## config.mk

```make
export PLATFORM = sky130hd
export DESIGN_NAME = store_commit_buffer
export DESIGN_NICKNAME = d
export VERILOG_FILES = /design/src/rtl/store_commit_buffer.sv
export SDC_FILE = /design/constraint.sdc
export NUM_CORES = 1
export LEC_CHECK = 0
export CAP_MARGIN = 20
export CORE_MARGIN = 5
export CORE_UTILIZATION = 46
export CTS_CLUSTER_SIZE = 8
export DETAILED_ROUTE_END_ITERATION = 8
export MAX_ROUTING_LAYER = met4
export PLACE_DENSITY_LB_ADDON = 0.05
export RECOVER_POWER = 100
export SLEW_MARGIN = 20
export SYNTH_ARGS = -nofsm -noshare
export SYNTH_HDL_FRONTEND = slang
export SYNTH_SLANG_ARGS = --single-unit
export TNS_END_PERCENT = 5
```

## constraint.sdc

```tcl
create_clock -name clk -period 9.9 [get_ports clk]
set_input_delay 0.99 -clock clk [delete_from_list [all_inputs] [get_ports clk]]
set_output_delay 0.99 -clock clk [all_outputs]
set_load 0.02 [all_outputs]
```

## src/rtl/store_commit_buffer.sv

```systemverilog
// Store commit buffer: holds committed stores in a circular queue and drains
// them one at a time into the data memory write port. Speculative loads are
// checked against every queued store; a full-word match is forwarded and a
// partial (byte/half) match asks the load to stall.
module store_commit_buffer #(
  parameter int DEPTH = 4,
  parameter int AW    = 32
) (
  input  logic                         clk,
  input  logic                         reset,
  // ROB commit-store handshake
  input  logic                         st_valid,
  output logic                         st_ready,
  input  logic [AW-1:0]                st_addr,
  input  logic [2:0]                   st_funct3,
  input  logic [31:0]                  st_data,
  // data memory write port
  output logic                         mem_we,
  output logic [AW-1:0]                mem_addr,
  output logic [2:0]                   mem_funct3,
  output logic [31:0]                  mem_wdata,
  input  logic                         mem_ready,
  // speculative load lookup
  input  logic                         ld_valid,
  input  logic [AW-1:0]                ld_addr,
  input  logic [2:0]                   ld_funct3,
  output logic                         fwd_hit,
  output logic [31:0]                  fwd_data,
  output logic                         ld_stall,
  // occupancy
  output logic                         empty,
  output logic [$clog2(DEPTH+1)-1:0]   count
);

  localparam int PW = $clog2(DEPTH);
  localparam int CW = $clog2(DEPTH+1);
  localparam logic [CW-1:0] FULL_C = CW'(DEPTH);

  localparam logic [2:0] F3_SB  = 3'b000;
  localparam logic [2:0] F3_SH  = 3'b001;
  localparam logic [2:0] F3_SW  = 3'b010;
  localparam logic [2:0] F3_LBU = 3'b100;
  localparam logic [2:0] F3_LHU = 3'b101;

  typedef enum logic {S_IDLE, S_WRITE} state_t;

  // Entry storage (never reset; validity comes from head/count)
  logic [AW-1:0] r_ent_addr [DEPTH];
  logic [2:0]    r_ent_f3   [DEPTH];
  logic [31:0]   r_ent_data [DEPTH];

  logic [PW-1:0] r_head;
  logic [PW-1:0] r_tail;
  logic [CW-1:0] r_count;
  state_t        r_state;
  state_t        w_state_next;
  logic [CW-1:0] w_count_next;

  logic          w_legal;
  logic          w_enq;
  logic          w_retire;

  logic [PW-1:0]    w_age [DEPTH];
  logic [DEPTH-1:0] w_match;
  logic             w_found;
  logic [PW-1:0]    w_best_idx;
  logic [PW-1:0]    w_best_age;
  logic [31:0]      w_best_word;

  assign st_ready = (r_count < FULL_C);
  assign empty    = (r_count == '0);
  assign count    = r_count;

  // Unknown store widths complete the handshake but never occupy a slot.
  assign w_legal  = (st_funct3 == F3_SB) || (st_funct3 == F3_SH) || (st_funct3 == F3_SW);
  assign w_enq    = st_valid && st_ready && w_legal;
  assign w_retire = (r_state == S_WRITE) && mem_ready;

  // Occupancy update: simultaneous enqueue and retire cancel out
  always_comb begin
    w_count_next = r_count;
    if (w_enq && !w_retire)
      w_count_next = r_count + CW'(1);
    else if (!w_enq && w_retire)
      w_count_next = r_count - CW'(1);
  end

  // Pointer and counter registers
  always_ff @(posedge clk) begin
    if (reset) begin
      r_head  <= '0;
      r_tail  <= '0;
      r_count <= '0;
    end else begin
      r_count <= w_count_next;
      if (w_enq)
        r_tail <= r_tail + PW'(1);
      if (w_retire)
        r_head <= r_head + PW'(1);
    end
  end

  // Entry write at the tail slot
  always_ff @(posedge clk) begin
    if (w_enq && !reset) begin
      r_ent_addr[r_tail] <= st_addr;
      r_ent_f3[r_tail]   <= st_funct3;
      r_ent_data[r_tail] <= st_data;
    end
  end

  // FSM state register
  always_ff @(posedge clk) begin
    if (reset)
      r_state <= S_IDLE;
    else
      r_state <= w_state_next;
  end

  // FSM next state and memory port drive; head entry is presented while writing
  always_comb begin
    w_state_next = r_state;
    mem_we       = 1'b0;
    mem_addr     = '0;
    mem_funct3   = '0;
    mem_wdata    = '0;
    case (r_state)
      S_IDLE: begin
        if (w_count_next != '0)
          w_state_next = S_WRITE;
      end
      S_WRITE: begin
        mem_we     = 1'b1;
        mem_addr   = r_ent_addr[r_head];
        mem_funct3 = r_ent_f3[r_head];
        mem_wdata  = r_ent_data[r_head];
        if (w_count_next == '0)
          w_state_next = S_IDLE;
      end
      default: w_state_next = S_IDLE;
    endcase
  end

  // Per-slot age (0 = head/oldest) and address match against occupied slots.
  // Uses the registered count, so a store entering this cycle is not seen.
  genvar gi;
  generate
    for (gi = 0; gi < DEPTH; gi++) begin : g_slot
      assign w_age[gi]   = PW'(gi) - r_head;
      assign w_match[gi] = (CW'(w_age[gi]) < r_count) && (r_ent_addr[gi] == ld_addr);
    end
  endgenerate

  // Pick the youngest matching slot
  always_comb begin
    w_found    = 1'b0;
    w_best_idx = '0;
    w_best_age = '0;
    for (int i = 0; i < DEPTH; i++) begin
      if (w_match[i] && (!w_found || (w_age[i] > w_best_age))) begin
        w_found    = 1'b1;
        w_best_idx = PW'(i);
        w_best_age = w_age[i];
      end
    end
  end

  assign w_best_word = r_ent_data[w_best_idx];

  // Forward a full-word match formatted by load width; partial matches stall
  always_comb begin
    fwd_hit  = 1'b0;
    fwd_data = '0;
    ld_stall = 1'b0;
    if (ld_valid && w_found) begin
      if (r_ent_f3[w_best_idx] == F3_SW) begin
        case (ld_funct3)
          F3_SB: begin
            fwd_hit  = 1'b1;
            fwd_data = {{24{w_best_word[7]}}, w_best_word[7:0]};
          end
          F3_SH: begin
            fwd_hit  = 1'b1;
            fwd_data = {{16{w_best_word[15]}}, w_best_word[15:0]};
          end
          F3_SW: begin
            fwd_hit  = 1'b1;
            fwd_data = w_best_word;
          end
          F3_LBU: begin
            fwd_hit  = 1'b1;
            fwd_data = {24'h0, w_best_word[7:0]};
          end
          F3_LHU: begin
            fwd_hit  = 1'b1;
            fwd_data = {16'h0, w_best_word[15:0]};
          end
          default: begin
            fwd_hit  = 1'b0;
            fwd_data = '0;
          end
        endcase
      end else begin
        ld_stall = 1'b1;
      end
    end
  end

endmodule
```

==> Word level (Yosys, flattened, before mapping) <==
Memories as Yosys holds them, arrays and structs flattened. A register that Yosys moved wholly into a read port is not among the register bits.
Index checks and enable logic that the tools add are counted.
{ "totals": {"n_memories": 3, "input_bits": 107, "regBits": 8, "mem_bits_rw": 268, "out_inout_bits": 107, "elab_cells": 101} }
{ "op_classes": {"bitwise": 1, "addsub": 8, "n_eq_ne": 11, "n_mux": 35, "magnitude_cmp": 8, "n_reduce_logical": 31} }
{ "memory_table": {"columns": ["memory", "words", "word_bits", "rd", "rd_ports_with_merged_regs", "write_ports", "line_no", "text"], "rows": [
  ["r_ent_addr", 4, 32, 5, 1, 1, "48", "logic [AW-1:0] r_ent_addr [DEPTH];"],
  ["r_ent_data", 4, 32, 2, 1, 1, "50", "logic [31:0] r_ent_data [DEPTH];"],
  ["r_ent_f3", 4, 3, 2, 1, 1, "49", "logic [2:0] r_ent_f3 [DEPTH];"]
]} }
{ "ops": {"columns": ["operator", "n"], "rows": [
  ["$pmux 32 s5", 1],
  ["$eq 32x32->1", 4],
  ["$mux 32", 4],
  ["$mux 2", 11],
  ["$mux 1", 15],
  ["$logic_and 1x1->1", 14],
  ["$logic_not 3->1", 4],
  ["$lt 2x3->1", 4],
  ["$eq 3x2->1 const B", 3],
  ["$mux 3", 3],
  ["$eq 3x1->1 const B", 2],
  ["$eq 3x3->1 const B", 2],
  ["$gt 2x2->1", 3],
  ["$logic_not 1->1", 6],
  ["$logic_or 1x1->1", 5],
  ["$reduce_or 5->1", 1],
  ["$add 2x1->2 const B", 2],
  ["$sub 1x2->2 const A", 2],
  ["$sub 2x2->2 const A", 2],
  ["$add 3x1->3 const B", 1],
  ["$lt 3x3->1 const B", 1],
  ["$reduce_bool 3->1", 1],
  ["$sub 3x1->3 const B", 1],
  ["$pmux 1 s2", 1],
  ["$not 1->1", 1]
]} }

==> Longest topological paths before layout <==
Gate-level depths: netlist of the first run.
An unclocked memory read counts as a cell.
{ "depth": {"depth_word": 20, "mapped_depth": 27, "ltp_nobuf": 26} }

==> Worst setup path after synthesis of the first run <==
Ideal clock, no wire load.
{ "synth_timing": {"path_type": "input-to-output", "from": "input ld_addr[19]", "to": "output fwd_data[1]", "setup_slack_ns": 2.607, "stages": 23, "arrival_time_ns": 6.303, "path_buffers": 2, "required_time_ns": 8.910, "cell_sequence": "xor2_1 > or4_1 > or4_4 > nor3_2 > a21oi_1 > nor3_1 > a21oi_1 > ha_1 > a21oi_1 > a21oi_1 > o21ai_0 > mux2_2 > ha_1 > nand2_1 > o21ai_0 > nor4_1 > a41o_4 > or2_0 > clkbuf_1 > clkbuf_1 > nand2_1 > and3_1 > a311oi_1"} }
{ "synth_via": {"elab_chain_cells": 19, "word_cells_on_any_way": 37, "classes_between": "order compare (3); eq/ne (5); mux (13); reduce/logical (14); memory (2)"} }
{ "synth_lines": {"columns": ["item", "line_no", "text"], "rows": [
  ["start: declaration", "25", "input logic [AW-1:0] ld_addr,"],
  ["$eq 32x32->1", "150", "assign w_match[gi] = (CW'(w_age[gi]) < r_count) && (r_ent_addr[gi] == ld_addr);"],
  ["$logic_and 1x1->1", "150", null],
  ["$mux 2 / $mux 1 (equally long branches)", "160", "if (w_match[i] && (!w_found || (w_age[i] > w_best_age))) begin"],
  ["$gt 2x2->1 / $logic_not 1->1 (equally long branches)", "160", null],
  ["$logic_or 1x1->1", "160", null],
  ["$logic_and 1x1->1", "160", null],
  ["$mux 2 / $mux 1 (equally long branches)", "160", null],
  ["$gt 2x2->1 / $logic_not 1->1 (equally long branches)", "160", null],
  ["[... 3 more ...]", null, null],
  ["$gt 2x2->1 / $logic_not 1->1 (equally long branches)", "160", null],
  ["$logic_or 1x1->1", "160", null],
  ["$logic_and 1x1->1", "160", null],
  ["$mux 2", "160", null],
  ["$mem_v2 4x32 / $mem_v2 4x3 (equally long branches)", null, null],
  ["$pmux 32 s5 / $eq 3x2->1 (equally long branches)", "177, 176", null],
  ["$mux 32", "176", "if (r_ent_f3[w_best_idx] == F3_SW) begin"],
  ["$mux 32 *", "175", "if (ld_valid && w_found) begin"],
  ["end: declaration", "28", "output logic [31:0] fwd_data,"]
]} }
Every way passes the cells marked *; elsewhere a longest branch is shown, timed or not.

==> Worst setup path in the final report of the first run <==
{ "layout_timing": {"from": "input ld_addr[19]", "to": "output fwd_data[31]"} }
Same word-level chain as after synthesis.

==> flow_summary.json, run 1 <==
{
  "status": "complete, but fails checks",
  "violations": "max-capacitance violations, max-slew violations",
  "yosys-top-cells-count": "edfxtp_1 (268), xor2_1 (93), and2_1 (72)",
  "synth_top_area_cell": "edfxtp_1",
  "hpwl_mm": 27.5,
  "die_h_um": 184,
  "p_leak_nw": 5.92,
  "cts_num_sinks": 278,
  "cp-end-kind": "output port",
  "synth_area_leaders": "edfxtp_1 (58%), mux4_2 (11%), xor2_1 (5.9%)",
  "required_ns": 8.91,
  "clockBufferDepth": 3,
  "drv_cap": 10,
  "firstDrtPassIters": 5,
  "grt_pass1_vias": 9652,
  "synthFlopType": "edfxtp_1",
  "finalSetupViolCount": 0,
  "arrival_ns": 8.34,
  "syn_area_um2": 13900,
  "portBuffers": 213,
  "fin_tns_setup_ns": 0,
  "slew_violations": 350,
  "synth_top_area_share_pct": 57.8,
  "cts_hold_buf": 0,
  "nets": 1308,
  "rows": 63,
  "postSynthCellCount": 960,
  "die_area_um2": 33800,
  "antenna_found_initial": 8,
  "post_cts_buffers": 0,
  "ys_seq_area_share_pct": 59.2,
  "ir_drop_mv": 0.136,
  "dpl_cell_area_um2": 16500,
  "drt.antenna.violating_nets": 0,
  "drive_above_1_share_pct": 12.3,
  "syn_nets": 1083,
  "wirelength_mm": 40.4,
  "drc": 0,
  "h-tree-depth": 2,
  "hp-class": "reg2reg",
  "synthDistinctLibCells": 64,
  "coreArea_um2": 29800,
  "yosys_warnings": 0,
  "vias_per_cell": 5.93,
  "holdWs_ns": 0.557,
  "die_width_um": 184,
  "overflow": 0,
  "critPathLaunchType": "input port",
  "worst_pin_slew_ns": 3.67,
  "grt_pass1_wl_mm": 59.7,
  "cellPowerDensity_nw_per_um2": 194,
  "slew_headroom_pct": -145,
  "cp_max_fo": 24,
  "vias": 9481,
  "avgSynthCellArea_um2": 14.5,
  "stdcell_area_um2": 17600,
  "grtUsageTotal_pct": 24.2,
  "final_hold_viol_count": 0,
  "place_congestion": 0.863,
  "area_delta_synth_final_pct": 26.6,
  "min_period_over_period_pct": 94.2,
  "initial_core_util_pct": 46.7,
  "clk_pin_slew_worst_paths_ns": 0.05,
  "num_io_pins": 214,
  "power_w": 0.00343,
  "cts_resized": 0,
  "wl_per_cell_um": 25.3,
  "max_freq_ghz": 0.107,
  "synth_edf_count": 268,
  "drt_iter0_drc": 990,
  "root_buffer": "clkbuf_16",
  "synth-async-reset-ratio_pct": 0,
  "clock-skew-final_ns": 0.00659,
  "crit_type": "in2out",
  "synth_seq_cells": 278,
  "clk_latency_ns": 0.51,
  "yosysMostFrequentCell": "edfxtp_1",
  "min_period_ns": 9.33,
  "cts_tree": "done",
  "numCtsBuffers": 40,
  "rsz0062_at_grt": "false",
  "grt_max_degree": 44
}
==> cell families after synthesis <==
family,Yosys count,share of synthesized area [%]
muxes,71,11.1
xor gates and xnor gates,133,8.37
AOI/OAI and AO/OA,152,7.90
buffers and inverters,60,1.74
adders and majority gates,17,1.51
and+or+nand+nor,249,10.1
DFF,278,59.2
==> worst paths after layout <==
check	start	end	slack, ns	depth (start not counted)
worst max-delay path	ld_addr[19]	fwd_data[31]	0.57	24
worst min-delay path	r_tail[1]	r_tail[1]	0.56	2
worst max register to register	count[2]	r_ent_data[3][1]	4.25	5
worst min register to register	r_tail[1]	r_tail[1]	0.56	2
==> where the power goes <==
| group | leakage (nW) | internal (W) | switching (W) |
|---|---|---|---|
| sequential | 2.50 | 0.00132 | 0.0000704 |
| combinational | 2.89 | 0.000397 | 0.000423 |
| clock | 0.532 | 0.000747 | 0.000466 |
| total | 5.92 | 0.00247 | 0.000959 |
==> layer usage <==
metal / wire [µm] / global-route usage [%] / up-vias
li1: - / - / 4218
met1: 18000 / 35.0 / 4810
met2: 18600 / 35.7 / 407
met3: 3190 / 5.16 / 46
met4: 597 / 5.15 / 0
met5: 0 / - / -
==> registers in the layout, summed over array words and instances (netlist names), named ones only <==
name / count
r_tail: 2
r_head: 2
r_ent_f3: 12
count: 3
r_ent_data: 128
r_state: 1
r_ent_addr: 128
==> layout by cell type, fill, tap and decap left out, types with 7 or more instances in the layout <==
| cell | n |
|---|---|
| inv_1 | 12 |
| nor2_1 | 39 |
| nor3_1 | 16 |
| nand4_1 | 15 |
| nand2_1 | 37 |
| dlygate4sd3_1 | 167 |
| a211o_1 | 8 |
| clkbuf_1 | 19 |
| a31oi_1 | 11 |
| and3_1 | 9 |
| a21oi_1 | 33 |
| nor4_1 | 26 |
| diode_2 | 9 |
| clkdlybuf4s50_1 | 46 |
| xor2_1 | 93 |
| edfxtp_1 | 268 |
| o21bai_1 | 7 |
| xnor2_1 | 40 |
| mux4_2 | 67 |
| buf_4 | 11 |
| o21ai_0 | 23 |
| clkbuf_16 | 41 |
| o22a_1 | 10 |
| a311oi_1 | 7 |
| ha_1 | 16 |
| and2_1 | 67 |
| a221oi_1 | 7 |
| dfxtp_1 | 9 |
==> metrics by stage <==
| stage | util, % | setup slack [ns] | instances |
|---|---|---|---|
| 6_report | 59.1 | 0.570 | 1600 |
| 5_1_grt | 59.1 | 0.122 | 1599 |
| 4_1_cts | 59.2 | 0.668 | 1591 |
| 3_5_place_dp | 55.5 | 0.689 | 1533 |
| 3_3_place_gp | 55.5 | 0.821 | 1533 |
| 2_1_floorplan | - | 2.61 | 960 |
==> cell type report <==
type                       instances  area [µm²]
clock inverter                     3        21.3
sequential                       278        8250
clock buffer                      55        1080
inverter                          12        45.0
timing repair buffer             231        2270
multi-input combinational        622        5440
tap                              390         488
antenna                            9        22.5
fill                            2353       12200
==> critical path, stage by stage <==
cell and delay, ns:
clkdlybuf4s50_1 0.51, xor2_1 0.22, or4_1 0.59, or4_4 0.53, nor3_2 0.36, a21oi_1 0.24, nor3_1 0.17, a21oi_1 0.08
ha_1 0.32, a21oi_1 0.12, a21oi_1 0.06, o21ai_0 0.32, mux2_2 0.39, ha_1 0.27, nand2_1 0.06, o21ai_0 0.12
nor4_1 0.43, nor2_1 0.17, nand2_1 0.43, mux2_2 0.41, o21ai_2 0.50, buf_12 0.26, a41oi_1 0.06, dlygate4sd3_1 0.71
Note: power is estimated with default switching activity, not from simulation.
==> run 2, diff against run 1 <==
GPL_ROUTABILITY_DRIVEN = 0   (was unset)
TNS_END_PERCENT = unset   (was 5)
==> results of run 2 <==
Same layout as run 1: the final DEF is identical, and so are final timing and power.
==> run 3, diff against run 2 <==
CORE_UTILIZATION = 55   (was 46)
==> run 3 against run 2 <==
Net effect: via count up 1.0%; die area down 16%; largest power group unchanged; critical endpoint is now fwd_data[21]; cell count down 3.6%; flip-flop and latch count unchanged; non-clock buffer count up 3; register-to-register slack better by 0.19 ns; the flow still finishes with violations (max-capacitance violations, max-slew violations).
==> flow_summary.json, run 3 (synthesized netlist as in run 1, its figures left out) <==
{
  "min_period_ns": 9.32,
  "max_freq_ghz": 0.107,
  "worst_r2r_endpoint": "r_ent_addr[0][14]",
  "rsz0062_at_grt": "false",
  "grt_pass1_wl_mm": 58.0,
  "required_ns": 8.91,
  "ir_drop_mv": 0.174,
  "grt_pass1_vias": 9736,
  "slew_violations": 334,
  "rr_startpoint": "count[2]",
  "area_delta_synth_final_pct": 26.0,
  "finalSetupViolCount": 0,
  "clk_latency_ns": 0.52,
  "wirelength_mm": 38.6,
  "h-tree-depth": 2,
  "dpl_cell_area_um2": 16500,
  "rows": 58,
  "post_cts_buffers": 0,
  "portBuffers": 213,
  "dr_wl_met3_mm": 3.70,
  "nets": 1311,
  "num_io_pins": 214,
  "die_width_um": 169,
  "endpoint": "fwd_data[21]",
  "hpwl_mm": 25.2,
  "wl_per_cell_um": 25.0,
  "reg2reg_depth": 5,
  "cellPowerDensity_nw_per_um2": 196,
  "cts_num_sinks": 278,
  "final_core_util_pct": 70.1,
  "final_cell_mix": "edfxtp_1 (268), dlygate4sd3_1 (110), clkdlybuf4s50_1 (103)",
  "final_hold_viol_count": 0,
  "fin_tns_setup_ns": 0,
  "wl_met2_mm": 18.1,
  "min_period_over_period_pct": 94.1,
  "crit_type": "in2out",
  "hp-class": "reg2reg",
  "clk_pin_slew_worst_paths_ns": 0.05,
  "status": "complete, but fails checks",
  "clock-skew-final_ns": 0.0126,
  "final_common_cell": "edfxtp_1",
  "drc": 0,
  "drt.antenna.violating_nets": 0,
  "grtUsageTotal_pct": 27.6,
  "die_h_um": 169,
  "root_buffer": "clkbuf_16",
  "overflow": 0,
  "firstDrtPassIters": 5,
  "critPathLaunchType": "input port",
  "arrival_ns": 8.33,
  "drive_above_1_share_pct": 12.9,
  "clockBufferDepth": 3,
  "drt_iter0_drc": 969,
  "fill_cells": 1796,
  "cp_max_fo": 23,
  "worst_pin_slew_ns": 4.86,
  "numCtsBuffers": 40,
  "drv_cap": 6,
  "stdcell_area_um2": 17500,
  "vias_per_cell": 6.21,
  "vias": 9579,
  "cp-end-kind": "output port",
  "cts_tree": "done",
  "critPathLaunch": "ld_addr[19]",
  "highest_layer": "met4",
  "slew_headroom_pct": -224,
  "wl_met1_mm": 15.9,
  "largestRegisters": "r_ent_addr: 128 flops, r_ent_data: 128 flops, r_ent_f3: 12 flops",
  "die_area_um2": 28600,
  "holdWs_ns": 0.562,
  "grt_max_degree": 70,
  "p_leak_nw": 5.73,
  "antenna_found_initial": 8,
  "initial_core_util_pct": 55.6,
  "coreArea_um2": 25000,
  "violations": "max-capacitance violations, max-slew violations",
  "r2r_slack_ns": 4.44
}
run 3: changes by cell type in the layout (fill, tap and decap cells not counted), sizes merged:
cell,before,now
clkdlybuf4s50,46,103
dlygate4sd3,167,110
clkbuf,60,62
buf,13,14
diode,9,8
run 3: worst min-delay path by stage:
stage	cells past startpoint	start	to	slack, ns
2_1_floorplan	2	r_head[1]	flop	0.52
3_3_place_gp	2	r_head[1]	flop	0.53
3_5_place_dp	2	r_tail[1]	r_tail[1]	0.56
4_1_cts	2	r_head[1]	flop	0.57
5_1_grt	2	r_head[1]	flop	0.61
6_report	2	r_head[1]	flop	0.56
run 3: cell type report:
class / count / area [µm²] / area share [%]
diodes: 8 / 20.0 / 0.114
clock buffers: 55 / 1080 / 6.15
clock inverters: 3 / 21.3 / 0.121
inverters: 12 / 45.0 / 0.257
multi-input cells: 622 / 5450 / 31.1
flip-flops and latches: 278 / 8250 / 47.0
well taps: 330 / 413 / 2.35
repair buffers: 234 / 2270 / 12.9
run 3: report_power, final:
part / internal, W / switching, W
sequential: 0.00133 / 0.0000418
clock: 0.000747 / 0.000463
combinational: 0.000409 / 0.000448
run 3: critical path: stages:
cell and delay [ns]:
clkdlybuf4s50_1 0.58, xor2_1 0.15, or4_1 0.56, or4_4 0.52
nor3_2 0.41, a21oi_1 0.22, nor3_1 0.17, a21oi_1 0.08
ha_1 0.32, a21oi_1 0.13, a21oi_1 0.06, o21ai_0 0.29
mux2_2 0.38, ha_1 0.26, nand2_1 0.05, o21ai_0 0.10
nor4_1 0.49, a41o_4 0.36, nor4b_2 0.09, mux2_2 0.30
o21ai_2 0.51, clkbuf_4 0.52, a31oi_2 0.06, dlygate4sd3_1 0.69
run 3: through the flow:
stage | worst slack [ns] | std cells | power (W)
detailed placement | 0.461 | 1475 | 0.00227
CTS | 0.453 | 1533 | 0.00348
finish | 0.585 | 1542 | 0.00343
floorplan | 2.61 | 960 | 0.00188
global route | 0.0196 | 1542 | 0.00357
global placement | 0.676 | 1475 | 0.00227
run 3: routing by layer:
| metal | vias to the layer above | global-route usage (%) |
|---|---|---|
| met2 | 486 | 41.2 |
| met3 | 71 | 6.87 |
| met1 | 4793 | 38.6 |
| met5 | - | - |
| li1 | 4229 | - |
| met4 | 0 | 7.00 |
run 3: repair_timing:
action                                 CTS  global route
gates resized for setup                  0             1
endpoints found under the hold margin    0             0
hold buffers                             0             0
setup endpoints to repair                0            16
